<file path="config.mk">
export PLATFORM = sky130hd
export DESIGN_NAME = layer_compositor
export DESIGN_NICKNAME = d
export VERILOG_FILES = /design/src/rtl/layer_compositor.sv
export SDC_FILE = /design/constraint.sdc
export NUM_CORES = 1
export LEC_CHECK = 0
export ABC_AREA = 0
export CAP_MARGIN = 20
export CELL_PAD_IN_SITES_DETAIL_PLACEMENT = 0
export CELL_PAD_IN_SITES_GLOBAL_PLACEMENT = 1
export CORE_ASPECT_RATIO = 0.9
export CORE_MARGIN = 10
export CORE_UTILIZATION = 43
export DETAILED_ROUTE_END_ITERATION = 10
export GPL_ROUTABILITY_DRIVEN = 0
export PLACE_DENSITY_LB_ADDON = 0.1
export SLEW_MARGIN = 10
export SYNTH_ARGS = -nofsm -noshare
export SYNTH_HDL_FRONTEND = slang
export SYNTH_SLANG_ARGS = --single-unit
</file>
<file path="constraint.sdc">
create_clock -name clk_i -period 5.3 [get_ports clk_i]
set_input_delay 1.325 -clock clk_i [delete_from_list [all_inputs] [get_ports clk_i]]
set_output_delay 1.325 -clock clk_i [all_outputs]
set_load 0.03 [all_outputs]
</file>
<file path="src/rtl/layer_compositor.sv">
// Pipelined NL-layer alpha compositor for the VGA pixel stream, bottom layer first, one stage per layer.
// Optional: define COMPOSITOR_DITHER_EN to replace the fixed rounding bias with a 2x2 ordered dither.
module layer_compositor #(
  parameter int CW       = 4,
  parameter int AW       = 3,
  parameter int NL       = 2,
  parameter bit SYNC_POL = 1'b0
) (
  input  logic                 clk_i,
  input  logic                 rstn_i,
  input  logic                 de_i,
  input  logic                 hsync_i,
  input  logic                 vsync_i,
  input  logic [3*CW-1:0]      bg_rgb_i,
  input  logic [NL*3*CW-1:0]   fg_rgb_i,
  input  logic [NL*AW-1:0]     fg_alpha_i,
  input  logic [NL-1:0]        layer_en_i,
  output logic [3*CW-1:0]      rgb_o,
  output logic                 de_o,
  output logic                 hsync_o,
  output logic                 vsync_o,
  output logic [NL-1:0]        mask_o
);

  localparam int C3 = 3*CW;
  localparam int SW = CW+AW+1;
  localparam logic ACT   = SYNC_POL;
  localparam logic INACT = ~SYNC_POL;
  localparam logic [AW:0]   W_ONE    = {1'b1, {AW{1'b0}}};
  localparam logic [AW-1:0] BIAS_RND = {1'b1, {(AW-1){1'b0}}};

  // Full-scale alpha is promoted to 2^AW so the top code reproduces fg exactly.
  function automatic logic [CW-1:0] blend_ch(input logic [CW-1:0] fg, input logic [CW-1:0] bg,
                                             input logic [AW-1:0] a, input logic [AW-1:0] bias);
    logic [AW:0]   w;
    logic [SW-1:0] sum;
    w   = (a == {AW{1'b1}}) ? W_ONE : {1'b0, a};
    sum = SW'(fg) * SW'(w) + SW'(bg) * SW'(W_ONE - w) + SW'(bias);
    return CW'(sum >> AW);
  endfunction

  function automatic logic [C3-1:0] blend_rgb(input logic [C3-1:0] fg, input logic [C3-1:0] bg,
                                              input logic [AW-1:0] a, input logic [AW-1:0] bias);
    logic [C3-1:0] res;
    res = '0;
    for (int c = 0; c < 3; c++)
      res[c*CW +: CW] = blend_ch(fg[c*CW +: CW], bg[c*CW +: CW], a, bias);
    return res;
  endfunction

  logic              vs_act, vs_prev, vs_edge;
  logic [NL-1:0]     mask_q;
  logic [NL*AW-1:0]  a_gated;

  assign vs_act  = (vsync_i == ACT);
  assign vs_edge = vs_act & ~vs_prev;
  assign mask_o  = mask_q;

  always_ff @(posedge clk_i or negedge rstn_i) begin
    if (!rstn_i) begin
      vs_prev <= 1'b0;
      mask_q  <= '0;
    end else begin
      vs_prev <= vs_act;
      if (vs_edge) mask_q <= layer_en_i;
    end
  end

  // Mask applied at entry, so every layer of a pixel sees the same frame's mask.
  always_comb begin
    a_gated = '0;
    for (int k = 0; k < NL; k++)
      a_gated[k*AW +: AW] = mask_q[k] ? fg_alpha_i[k*AW +: AW] : '0;
  end

`ifdef COMPOSITOR_DITHER_EN
  logic          hs_prev, line_par, pix_par;
  logic [1:0]    dith;
  logic [AW-1:0] bias_in;
  logic [AW-1:0] bias_p [NL];

  always_ff @(posedge clk_i or negedge rstn_i) begin
    if (!rstn_i) begin
      hs_prev  <= 1'b0;
      line_par <= 1'b0;
      pix_par  <= 1'b0;
    end else begin
      hs_prev <= (hsync_i == ACT);
      if (vs_edge)
        line_par <= 1'b0;
      else if ((hsync_i == ACT) && !hs_prev)
        line_par <= ~line_par;
      pix_par <= de_i ? ~pix_par : 1'b0;
    end
  end

  always_comb begin
    case ({line_par, pix_par})
      2'b00:   dith = 2'd0;
      2'b01:   dith = 2'd2;
      2'b10:   dith = 2'd3;
      default: dith = 2'd1;
    endcase
  end

  assign bias_in = AW'(dith) << (AW-2);
`endif

  logic [C3-1:0] acc_p [NL];
  logic          vld_p [NL];
  logic          hs_p  [NL];
  logic          vs_p  [NL];

  for (genvar k = 0; k < NL; k++) begin : g_stg
    logic [C3-1:0] acc_s, fg_s;
    logic [AW-1:0] a_s, bias_s;
    logic          vld_s, hs_s, vs_s;

    if (k == 0) begin : g_head
      assign acc_s = bg_rgb_i;
      assign fg_s  = fg_rgb_i[0 +: C3];
      assign a_s   = a_gated[0 +: AW];
      assign vld_s = de_i;
      assign hs_s  = hsync_i;
      assign vs_s  = vsync_i;
    end else begin : g_body
      localparam int FW = k*C3;
      localparam int DW = k*AW;
      logic [k-1:0][C3-1:0] fg_d;
      logic [k-1:0][AW-1:0] a_d;

      // Layer k arrives with the pixel; hold it k cycles so it meets the accumulator.
      always_ff @(posedge clk_i or negedge rstn_i) begin
        if (!rstn_i) begin
          fg_d <= '0;
          a_d  <= '0;
        end else begin
          fg_d <= FW'({fg_d, fg_rgb_i[k*C3 +: C3]});
          a_d  <= DW'({a_d, a_gated[k*AW +: AW]});
        end
      end

      assign acc_s = acc_p[k-1];
      assign fg_s  = fg_d[k-1];
      assign a_s   = a_d[k-1];
      assign vld_s = vld_p[k-1];
      assign hs_s  = hs_p[k-1];
      assign vs_s  = vs_p[k-1];
    end

`ifdef COMPOSITOR_DITHER_EN
    if (k == 0) begin : g_bias_head
      assign bias_s = bias_in;
    end else begin : g_bias_body
      assign bias_s = bias_p[k-1];
    end

    always_ff @(posedge clk_i or negedge rstn_i) begin
      if (!rstn_i) bias_p[k] <= '0;
      else         bias_p[k] <= bias_s;
    end
`else
    assign bias_s = BIAS_RND;
`endif

    // ---- stage k: blend layer k over the accumulated colour ----
    always_ff @(posedge clk_i or negedge rstn_i) begin
      if (!rstn_i) begin
        acc_p[k] <= '0;
        vld_p[k] <= 1'b0;
        hs_p[k]  <= INACT;
        vs_p[k]  <= INACT;
      end else begin
        acc_p[k] <= blend_rgb(fg_s, acc_s, a_s, bias_s);
        vld_p[k] <= vld_s;
        hs_p[k]  <= hs_s;
        vs_p[k]  <= vs_s;
      end
    end
  end

  // ---- output register: blanking forces black ----
  always_ff @(posedge clk_i or negedge rstn_i) begin
    if (!rstn_i) begin
      rgb_o   <= '0;
      de_o    <= 1'b0;
      hsync_o <= INACT;
      vsync_o <= INACT;
    end else begin
      rgb_o   <= vld_p[NL-1] ? acc_p[NL-1] : '0;
      de_o    <= vld_p[NL-1];
      hsync_o <= hs_p[NL-1];
      vsync_o <= vs_p[NL-1];
    end
  end

endmodule
</file>
-- After elaboration in Yosys (flattened, before gate mapping)
Cells that the tools add are included.
- bits in registers: 63
- bits of input ports: 49
- output and inout port bits: 17
- add/sub/neg operators: 14
- multiply operators: 12
- equal/unequal tests: 2
- multiplexer cells: 5
- bitwise operators: 3
- operators with widths (operator ; number):
    $add A7 B3 Y7 const B ; 6
    $add A7 B7 Y7 ; 6
    $mul A4 B4 Y7 ; 6
    $mul A4 B8 Y7 ; 3
    $mul A5 B5 Y7 ; 3
    $mux W12 ; 1
    $sub A4 B4 Y5 const A ; 2
    $mux W4 ; 2
    $eq A3 B3 Y1 const B ; 2
    $mux W3 ; 2
    $not A1 Y1 ; 2
    $and A1 B1 Y1 ; 1

-- Depth between registers and ports, before layout
Gate-level depths: netlist of the first run.
- depth in word-level cells: 7
- gate-level depth with buffers: 23
- mapped depth without buffers: 21

-- Worst setup path before layout of the first run
OpenSTA, ideal clock, no wires.
- kind: input to register
- start point: input port fg_alpha_i[1]
- end point: register acc_p (netlist bit g_stg[1].acc_s[11])
- setup time: 0.080 ns
- arrival: 6.234 ns
- required time: 5.220 ns
- setup slack: -1.014 ns
- cell stages on the path: 21
- cell sequence: nand4_2 > and3_1 > clkbuf_1 > inv_1 > ha_1 > xnor2_1 > buf_2 > nand2_1 > fa_1 > fa_1 > inv_1 > fa_1 > fa_1 > inv_1 > fa_1 > inv_1 > ha_1 > a21o_1 > a21oi_1 > xnor2_1 > xnor2_1
- cells in the longest elaborated chain, start to end: 7
- ends and longest elaborated chain (item ; RTL line ; RTL):
    from (decl) ; 16 ; input logic [NL*AW-1:0] fg_alpha_i,
    $mux W3 (*) ; 73 ; a_gated[k*AW +: AW] = mask_q[k] ? fg_alpha_i[k*AW +: AW] : '0;
    $eq A3 B3 Y1 ; 37 ; w = (a == {AW{1'b1}}) ? W_ONE : {1'b0, a};
    $mux W4 (*) ; 37 ;
    $sub A4 B4 Y5 ; 38 ; sum = SW'(fg) * SW'(w) + SW'(bg) * SW'(W_ONE - w) + SW'(bias);
    $mul A5 B5 Y7 ; 38 ;
    $add A7 B7 Y7 (*) ; 38 ;
    $add A7 B3 Y7 (*) ; 38 ;
    to (signal, indexed assignment) ; 174 ; acc_p[k] <= blend_rgb(fg_s, acc_s, a_s, bias_s);
    to (decl) ; 109 ; logic [C3-1:0] acc_p [NL];
Every way passes the cells marked *; elsewhere a longest branch is shown, timed or not.
A chain may end at the register's enable or synchronous reset.

-- Final worst setup path of the first run
- start point: input port fg_alpha_i[1]
- end point: register acc_p (netlist bit g_stg[1].acc_s[7])
- cells in the longest elaborated chain, start to end: 7
- ends and longest elaborated chain (item ; RTL line):
    $mux W3 (*) ; 73
    $eq A3 B3 Y1 ; 37
    $mux W4 (*) ; 37
    $sub A4 B4 Y5 ; 38
    $mul A4 B8 Y7 ; 38
    $add A7 B7 Y7 (*) ; 38
    $add A7 B3 Y7 (*) ; 38
Marked as above.

==> flow_summary.ini, run 1 <==
[placement]
dpl.cell_count = 1107
place.detailed.hpwl_microns = 13300
dpl_cell_area_sq_um = 9030
portBuffers = 65

[synth]
yosysWarnings = 0
synth-edff-count = 0
yosysTopAreaCell = fa_1
netlist_instances = 748
postSynthAreaPerCell_sq_um = 10.1
ys_async_sr_fraction = 1.00
yosysSeqAreaShare = 0.211
synthFlopType = dfrtp_1
syn_area_sq_um = 7520
yosysTopAreaCellShare = 0.314
synth_area_leaders = fa_1, dfrtp_1, ha_1
synth-seq-cells = 63
ys_types = 41

[floorplanning]
rows = 45
start_util = 0.442
die-area_sq_um = 23200
io-pin-count = 66
die_w_microns = 159
core-area_sq_um = 17000
die_h_microns = 145

[clock_tree]
insertion_delay_ns = 0.33
cts_tree = built
cts_buffer_depth = 2
htree_levels = 3
cts_hold_buf = 0
cts_root_buffer = clkbuf_16
cts_made_buffers = 9
clkTransAtPathRegs_ns = 0.05
cts_sinks = 63

[sta]
timing.final.ws_setup_ns = -0.179
clock_skew_ns = 0.00714
max_freq_ghz = 0.183
slew_viol_final = 0
rsz0062_at_grt = yes
holdWs_ns = 0.353
fin_crit_ns = 5.48
post-route-period-util = 1.03
finalHoldViolCount = 0
worst_pin_slew_ns = 0.777
setup_viol = 4
timing.slew.headroom = 0.482

[route]
ant_nets = 0
wirelength_microns = 15700
drt_pass1_iterations = 4
dr.first_iter.drc_count = 147
viasPerCell = 4.56
wl_per_cell_microns = 13.8
num_vias = 5177
drc = 0

[global_routing]
antenna_found_initial = 0
grt_usage = 0.143
grt_pass1_vias = 5837
grt-ovfl-total = 0
grt_pass1_wl_microns = 27900
grt_max_degree = 64

[critical_path]
path_cells = buf_8 -> nand4_4 -> and3_4 -> inv_4 -> ha_4 -> buf_6 -> xnor2_4 -> buf_6 -> buf_4 -> and2_1 -> fa_1 -> fa_1 -> fa_1 -> inv_1 -> fa_1 -> inv_1 -> ha_1 -> a21o_1 -> a21oi_2 -> xor2_1 -> xnor2_1 -> xnor2_1
crit_top_cell = fa_1
critPathLaunch = fg_alpha_i[1]
cp-end-kind = flip-flop
cp_top_family = adder cells
r2r_start = mask_o[0]
cp_slowest_cell = fa_1
start_kind = input port
critPathRequiredTime_ns = 5.56
critPathMaxStageDelay_ns = 0.54
crit_fanout = 5
arrival_ns = 5.74
worst-path-buf-inv = 7
setup.worst_path.class = in2reg

[run_status]
violations = negative setup slack
status = complete, but fails checks

[layout]
fin_nets = 1133
fin_cells = 1136
utilization = 0.562
fillers = 1568
layout_common_cells = inv_1, fa_1, and2_1
post_route_cells_drive_above_1_share = 0.176
area_delta_synth_final_pct = 27.2
layout_commonest_cell = inv_1
diodes = 0
final_area_sq_um = 9560

[power_and_ir_drop]
p_per_area_nw_per_um2 = 456
power_uw = 4360
worst_ir_drop_vdd_mv = 0.236
p_leak_uw = 0.00476

[min_path]
hp-start = g_stg[1].hs_s
hold_path_class = reg2reg

[job]
max_cap_violations = 0
registers in the layout, summed over array words and instances, names as in the netlist:
signal       cells
rgb_o           12
hs_p             1
g_stg.acc_s     12
mask_o           2
g_stg.hs_s       1
acc_p           12
vs_p             1
vld_p            1
hsync_o          1
vs_prev          1
de_o             1
g_stg.vs_s       1
g_stg.fg_s      12
vsync_o          1
g_stg.a_s        3
g_stg.vld_s      1
final cells by class:
class,count,area (sq um),area share
Clock inverter,2,37.5,0.00393
Clock buffer,14,274,0.0287
Timing Repair Buffer,149,1310,0.137
Tap cell,235,294,0.0308
Inverter,169,639,0.0669
Multi-Input combinational cell,504,5430,0.567
Sequential cell,63,1580,0.166
power breakdown:
part	internal, uW	leakage, uW	switching (uW)	total [uW]
clock	402	0.000149	205	607
sequential	655	0.000749	86.2	742
combinational	1460	0.00386	1550	3010
synthesized netlist by cell type (3+ instances only):
master / number
and2_1: 105
nor2_1: 8
xor2_1: 14
fa_1: 118
a21o_1: 5
and3_1: 18
clkbuf_1: 11
inv_1: 168
nor2b_1: 3
nand3_1: 3
dfrtp_1: 57
dfstp_2: 6
xnor2_1: 39
nand2_1: 68
a21oi_1: 11
a22oi_2: 3
ha_1: 70
buf_2: 5
cells by family (layout without fill, tap and decap cells):
group           Yosys count  count (layout)  share of synthesized area
simple gates            219             219                      0.160
fa+ha+maj               188             188                      0.431
buf+inv                 188             334                     0.0970
flops                    63              63                      0.211
xor+xnor                 55              55                     0.0677
compound gates           31              31                     0.0301
other cells               2               9                   0.000999
mux                       2               2                    0.00300
what timing repair did:
action / in CTS / in global routing
gates resized for setup: 37 / 7
buffers inserted: 12 / 2
setup endpoints to repair: 12 / 8
pin swaps: 26 / 29
path summary, 6_finish.rpt:
kind | endpoint | slack, ns | depth (start not counted)
hold / removal | hs_p[0] | 0.35 | 0
setup / recovery | g_stg[1].acc_s[7] | -0.18 | 22
setup reg to reg | g_stg[1].acc_s[11] | 0.38 | 20
max in group asynchronous | acc_p[7] | 3.63 | 2
min in group asynchronous | g_stg[1].fg_s[0] | 1.15 | 2
hold reg to reg | hs_p[0] | 0.35 | 0
per-layer routing:
layer  global-route usage  part of all wire  up-vias
li1                     -                 -     2512
met1                0.179              0.46     2579
met2                0.250              0.50       74
met3               0.0234             0.029       12
met4               0.0375             0.011        0
met5                    0                 0        -
per-stage QoR:
| step | setup WS (ns) | TNS [ns] |
|---|---|---|
| final | -0.179 | -0.512 |
| after CTS | -0.240 | -0.606 |
| after global routing | -0.386 | -1.66 |
| after detailed placement | -1.12 | -10.02 |
| after floorplan | -0.381 | -1.30 |
| after global placement | -1.01 | -8.50 |
(Power assumes the default switching activity.)
==> inputs of run 2 (changes only) <==
--- a/config.mk
+++ b/config.mk
@@ -6,12 +6,12 @@
 export NUM_CORES = 1
 export LEC_CHECK = 0
 export ABC_AREA = 0
-export CAP_MARGIN = 20
+export CAP_MARGIN = 10
 export CELL_PAD_IN_SITES_DETAIL_PLACEMENT = 0
 export CELL_PAD_IN_SITES_GLOBAL_PLACEMENT = 1
 export CORE_ASPECT_RATIO = 0.9
 export CORE_MARGIN = 10
-export CORE_UTILIZATION = 43
+export CORE_UTILIZATION = 48
 export DETAILED_ROUTE_END_ITERATION = 10
 export GPL_ROUTABILITY_DRIVEN = 0
 export PLACE_DENSITY_LB_ADDON = 0.1
==> constraint.sdc (replaced) <==
create_clock -name clk_i -period 7.05 [get_ports clk_i]
set_input_delay 1.7625 -clock clk_i [delete_from_list [all_inputs] [get_ports clk_i]]
set_output_delay 1.7625 -clock clk_i [all_outputs]
set_load 0.03 [all_outputs]
==> run 2 against run 1 <==
  * Core utilization is 1.1 points higher
  * The flow now finishes without violations
  * Sequential cell count stayed put
  * Largest cell class unchanged
  * Power is 30% lower
  * Final cell count is 8.6% lower
==> flow_summary.ini, run 2 (synthesis results as in run 1) <==
[run_status]
status = complete, no violations

[floorplanning]
core-area_sq_um = 15400
die-area_sq_um = 21100
die_h_microns = 139
start_util = 0.489
die_w_microns = 152
rows = 43
io-pin-count = 66

[power_and_ir_drop]
pwr-share-comb = 0.661
clkPwrFrac = 0.155
worst_ir_drop_vdd_mv = 0.209
p_seq_frac = 0.184
p_per_area_nw_per_um2 = 348
p_switching_uw = 1330
internal_power_uw = 1740
swShare = 0.433
p_leak_uw = 0.00444

[layout]
area_delta_synth_final_pct = 17.4
fin_nets = 1068
diodes = 0
layout_commonest_cell = inv_1
post_route_cells_drive_above_1_share = 0.0730
layout_common_cells = inv_1, fa_1, and2_1
fin_cells = 1038
utilization = 0.574

[route]
wirelength_microns = 15200
viasPerCell = 4.77
drt_pass1_iterations = 4
drc = 0
dr.first_iter.drc_count = 218
num_vias = 4947
ant_nets = 0
wl_per_cell_microns = 14.6

[sta]
max_freq_ghz = 0.149
fin_crit_ns = 6.71
slew_viol_final = 0
timing.slew.headroom = 0.397
post-route-period-util = 0.952
finalHoldViolCount = 0
rsz0062_at_grt = no
clock_skew_ns = 0.00642
holdWs_ns = 0.355
worst_pin_slew_ns = 0.899
setup_viol = 0

[critical_path]
cp-end-kind = flip-flop
r2r_start = g_stg[1].a_s[1]
start_kind = input port
r2r-end = acc_p[7]
regToRegSetupSlack_ns = 1.48
critPathRequiredTime_ns = 7.32
arrival_ns = 6.98
crit_path_end = g_stg[1].acc_s[11]
critPathLaunch = fg_alpha_i[1]
crit_fanout = 5
reg2reg_depth = 18
setup.worst_path.class = in2reg

[clock_tree]
cts_made_buffers = 9
insertion_delay_ns = 0.35
cts_root_buffer = clkbuf_16
htree_levels = 3
ctsResizeCount = 0
post_cts.repair.setup_buffers = 0
cts_sinks = 63
clkTransAtPathRegs_ns = 0.05
cts_hold_buf = 0
cts_tree = built
cts_buffer_depth = 2

[placement]
portBuffers = 65
place.detailed.hpwl_microns = 12700
dpl.cell_count = 1022

[global_routing]
grt_max_degree = 64
grt_usage = 0.155
grt_pass1_wl_microns = 27000
grt-ovfl-total = 0
antenna_found_initial = 0
grt_pass1_vias = 5578

[job]
max_cap_violations = 0

[min_path]
hold_path_class = reg2reg
==> run 2: worst min path at each step <==
| stage | startpoint | end | depth (start not counted) |
|---|---|---|---|
| detailed placement | g_stg[1].vs_s | vs_p[0] | 0 |
| floorplan | g_stg[1].vld_s | vld_p[0] | 0 |
| global route | g_stg[1].hs_s | hs_p[0] | 0 |
| global placement | g_stg[1].vld_s | vld_p[0] | 0 |
| finish | g_stg[1].vld_s | vld_p[0] | 0 |
| CTS | g_stg[1].vs_s | vs_p[0] | 0 |
==> run 2: through the flow <==
stage,setup WS (ns),power [uW],TNS [ns],cell area [sq um]
2_1_floorplan,0.298,2140,0,7540
3_3_place_gp,0.0647,2570,0,8500
3_5_place_dp,-0.0300,2640,-0.0463,8500
4_1_cts,0.331,3140,0,8820
5_1_grt,0.0279,3490,0,8830
6_report,0.341,3070,0,8830
==> run 2: critical path, stage by stage <==
cell and delay, ns:
clkdlybuf4s50_1 0.49, nand4_2 0.13, and3_1 0.18, inv_1 0.05
ha_1 0.25, or3_1 0.42, fa_1 0.51, fa_1 0.55
inv_1 0.06, fa_1 0.50, fa_1 0.54, inv_1 0.06
fa_1 0.53, inv_1 0.05, ha_1 0.28, a21o_1 0.17
a21oi_1 0.16, xnor2_1 0.15, xnor2_1 0.13
==> run 2: power groups by stage <==
stage | clock (uW) | combinational, uW | sequential [uW]
after floorplan | 0 | 1560 | 583
after global placement | 0 | 2000 | 570
after global routing | 510 | 2400 | 580
after CTS | 487 | 2090 | 566
after detailed placement | 0 | 2070 | 571
final | 476 | 2030 | 566
==> run 2: cell type report <==
| type | count | area, sq um |
|---|---|---|
| tap | 202 | 253 |
| multi-input combinational | 504 | 5240 |
| clock inverter | 7 | 97.6 |
| sequential | 63 | 1580 |
| clock buffer | 9 | 225 |
| timing repair buffer | 84 | 788 |
| fill | 1345 | 6560 |
| inverter | 169 | 637 |
==> run 2: layer usage <==
layer	vias to the layer above	share of wire	track usage
li1	2376	-	-
met3	17	0.043	0.0372
met4	0	0.019	0.0481
met5	-	0	0
met2	102	0.49	0.254
met1	2452	0.45	0.197
==> inputs of run 3 (changes only) <==
--- a/config.mk
+++ b/config.mk
@@ -11,7 +11,7 @@
 export CELL_PAD_IN_SITES_GLOBAL_PLACEMENT = 1
 export CORE_ASPECT_RATIO = 0.9
 export CORE_MARGIN = 10
-export CORE_UTILIZATION = 48
+export CORE_UTILIZATION = 25
 export DETAILED_ROUTE_END_ITERATION = 10
 export GPL_ROUTABILITY_DRIVEN = 0
 export PLACE_DENSITY_LB_ADDON = 0.1
==> run 3 against run 2 <==
  * Worst hold slack lost 0.0054 ns
  * Power grew 0.59%
  * Sequential power grew 0.9%
  * Largest power group unchanged
  * Fmax decreased by 0.25%
==> flow_summary.ini, run 3 (synthesis results as in run 1) <==
[layout]
area_delta_synth_final_pct = 21.0
fin_nets = 1075
diodes = 0
fin_cells = 1246
layout_commonest_cell = inv_1
layout_common_cells = inv_1, fa_1, and2_1
post_route_cells_drive_above_1_share = 0.0771

[sta]
finalHoldViolCount = 0
slew_viol_final = 0
setup_viol = 0
post-route-period-util = 0.954
timing.final.ws_setup_ns = 0.324
fin_crit_ns = 6.73
setup_tns_ns = 0
timing.slew.headroom = 0.448
max_freq_ghz = 0.149
holdWs_ns = 0.349
worst_pin_slew_ns = 0.827
clock_skew_ns = 0.0121

[clock_tree]
clkTransAtPathRegs_ns = 0.06
cts_hold_buf = 0
cts_buffer_depth = 2
cts_sinks = 63
cts_root_buffer = clkbuf_16
cts_tree = built
insertion_delay_ns = 0.34
cts_made_buffers = 9
htree_levels = 3

[floorplanning]
io-pin-count = 66
die_h_microns = 185
die-area_sq_um = 37400
die_w_microns = 203
start_util = 0.252
rows = 60
core-area_sq_um = 29800

[power_and_ir_drop]
p_leak_uw = 0.00447
p_per_area_nw_per_um2 = 339
worst_ir_drop_vdd_mv = 0.114

[route]
wl_per_cell_microns = 14.2
drc = 0
viasPerCell = 4.01
ant_nets = 0
drt_pass1_iterations = 4
dr.first_iter.drc_count = 149
wirelength_microns = 17700
num_vias = 5002

[placement]
place.detailed.hpwl_microns = 14800
dpl.cell_count = 1229
portBuffers = 65
pre_cts_ws_ns = -0.0206

[critical_path]
crit_fanout = 5
critPathRequiredTime_ns = 7.29
regToRegSetupSlack_ns = 1.49
start_kind = input port
cp-end-kind = flip-flop
setup.worst_path.class = in2reg
arrival_ns = 6.96

[global_routing]
grt_pass1_wl_microns = 30000
grt_pass1_vias = 5666
busiest_layer = met2
grt_usage = 0.101
grt.met2_usage = 0.164
grt_max_degree = 64
antenna_found_initial = 0
grt-ovfl-total = 0
use_met3 = 0.0237
met1_usage = 0.133

[job]
max_cap_violations = 0

[run_status]
status = complete, no violations

[min_path]
hold_path_class = reg2reg
[run 3: cell count changes in the layout (fill, tap and decap cells not counted), moves of 2 or more]
cell | before | now
clkinv_4 | 2 | 0
buf_4 | 19 | 26
clkinvlp_4 | 2 | 0
clkinv_2 | 1 | 4
clkbuf_1 | 0 | 2
[run 3: report_power, final]
| part | switching (uW) | leakage, uW | internal (uW) | total [uW] |
|---|---|---|---|---|
| Sequential | 78.8 | 0.000749 | 492 | 571 |
| Combinational | 1120 | 0.00357 | 960 | 2080 |
| Clock | 164 | 0.000143 | 271 | 436 |
[run 3: through the flow]
step	total power [uW]	cell area, sq um	utilization
6_report	3090	9100	0.305
5_1_grt	3540	9100	0.305
4_1_cts	3170	9070	0.304
3_5_place_dp	2700	8790	0.295
3_3_place_gp	2690	8790	0.295
2_1_floorplan	2140	7540	-
[run 3: worst max-delay path, cell delays in order]
cell	delay, ns
clkdlybuf4s50_1	0.56
nand4_2	0.13
and3_1	0.22
inv_1	0.06
ha_1	0.22
xnor2_1	0.18
buf_4	0.20
buf_12	0.11
nand2_1	0.07
fa_1	0.50
fa_1	0.50
inv_1	0.05
fa_1	0.47
inv_1	0.05
fa_1	0.47
inv_1	0.06
fa_1	0.39
a21o_2	0.20
a21oi_1	0.14
xnor3_1	0.41
xnor2_1	0.23
[run 3: path summary, 6_finish.rpt]
| kind | startpoint | depth (start not counted) | endpoint |
|---|---|---|---|
| min reg2reg | g_stg[1].vs_s | 0 | vs_p[0] |
| min in group asynchronous | rstn_i | 1 | rgb_o[3] |
| max in group asynchronous | rstn_i | 1 | g_stg[1].acc_s[6] |
| min | g_stg[1].vs_s | 0 | vs_p[0] |
| max reg2reg | g_stg[1].a_s[1] | 17 | acc_p[7] |
| max | fg_alpha_i[1] | 21 | g_stg[1].acc_s[3] |
[run 3: repair_timing]
item / 4_1_cts / 5_1_grt
resized for setup: 0 / 1
endpoints found under the hold margin: 0 / 0
endpoints found under the setup margin: 0 / 2
setup buffers: 0 / 1
[run 3: final cells by class]
cell class              instances  area (sq um)
multi-input cells             504          5240
flip-flops and latches         63          1580
clock buffers                  11           233
well taps                     403           504
inverters                     169           637
clock inverters                 5          50.0
fillers                      3178         20700
repair buffers                 91           856
[run 3: metal layers]
metal	vias to the layer above	part of all wire
met1	2529	0.49
met3	11	0.043
met5	-	0
li1	2391	-
met4	0	0.0096
met2	71	0.46
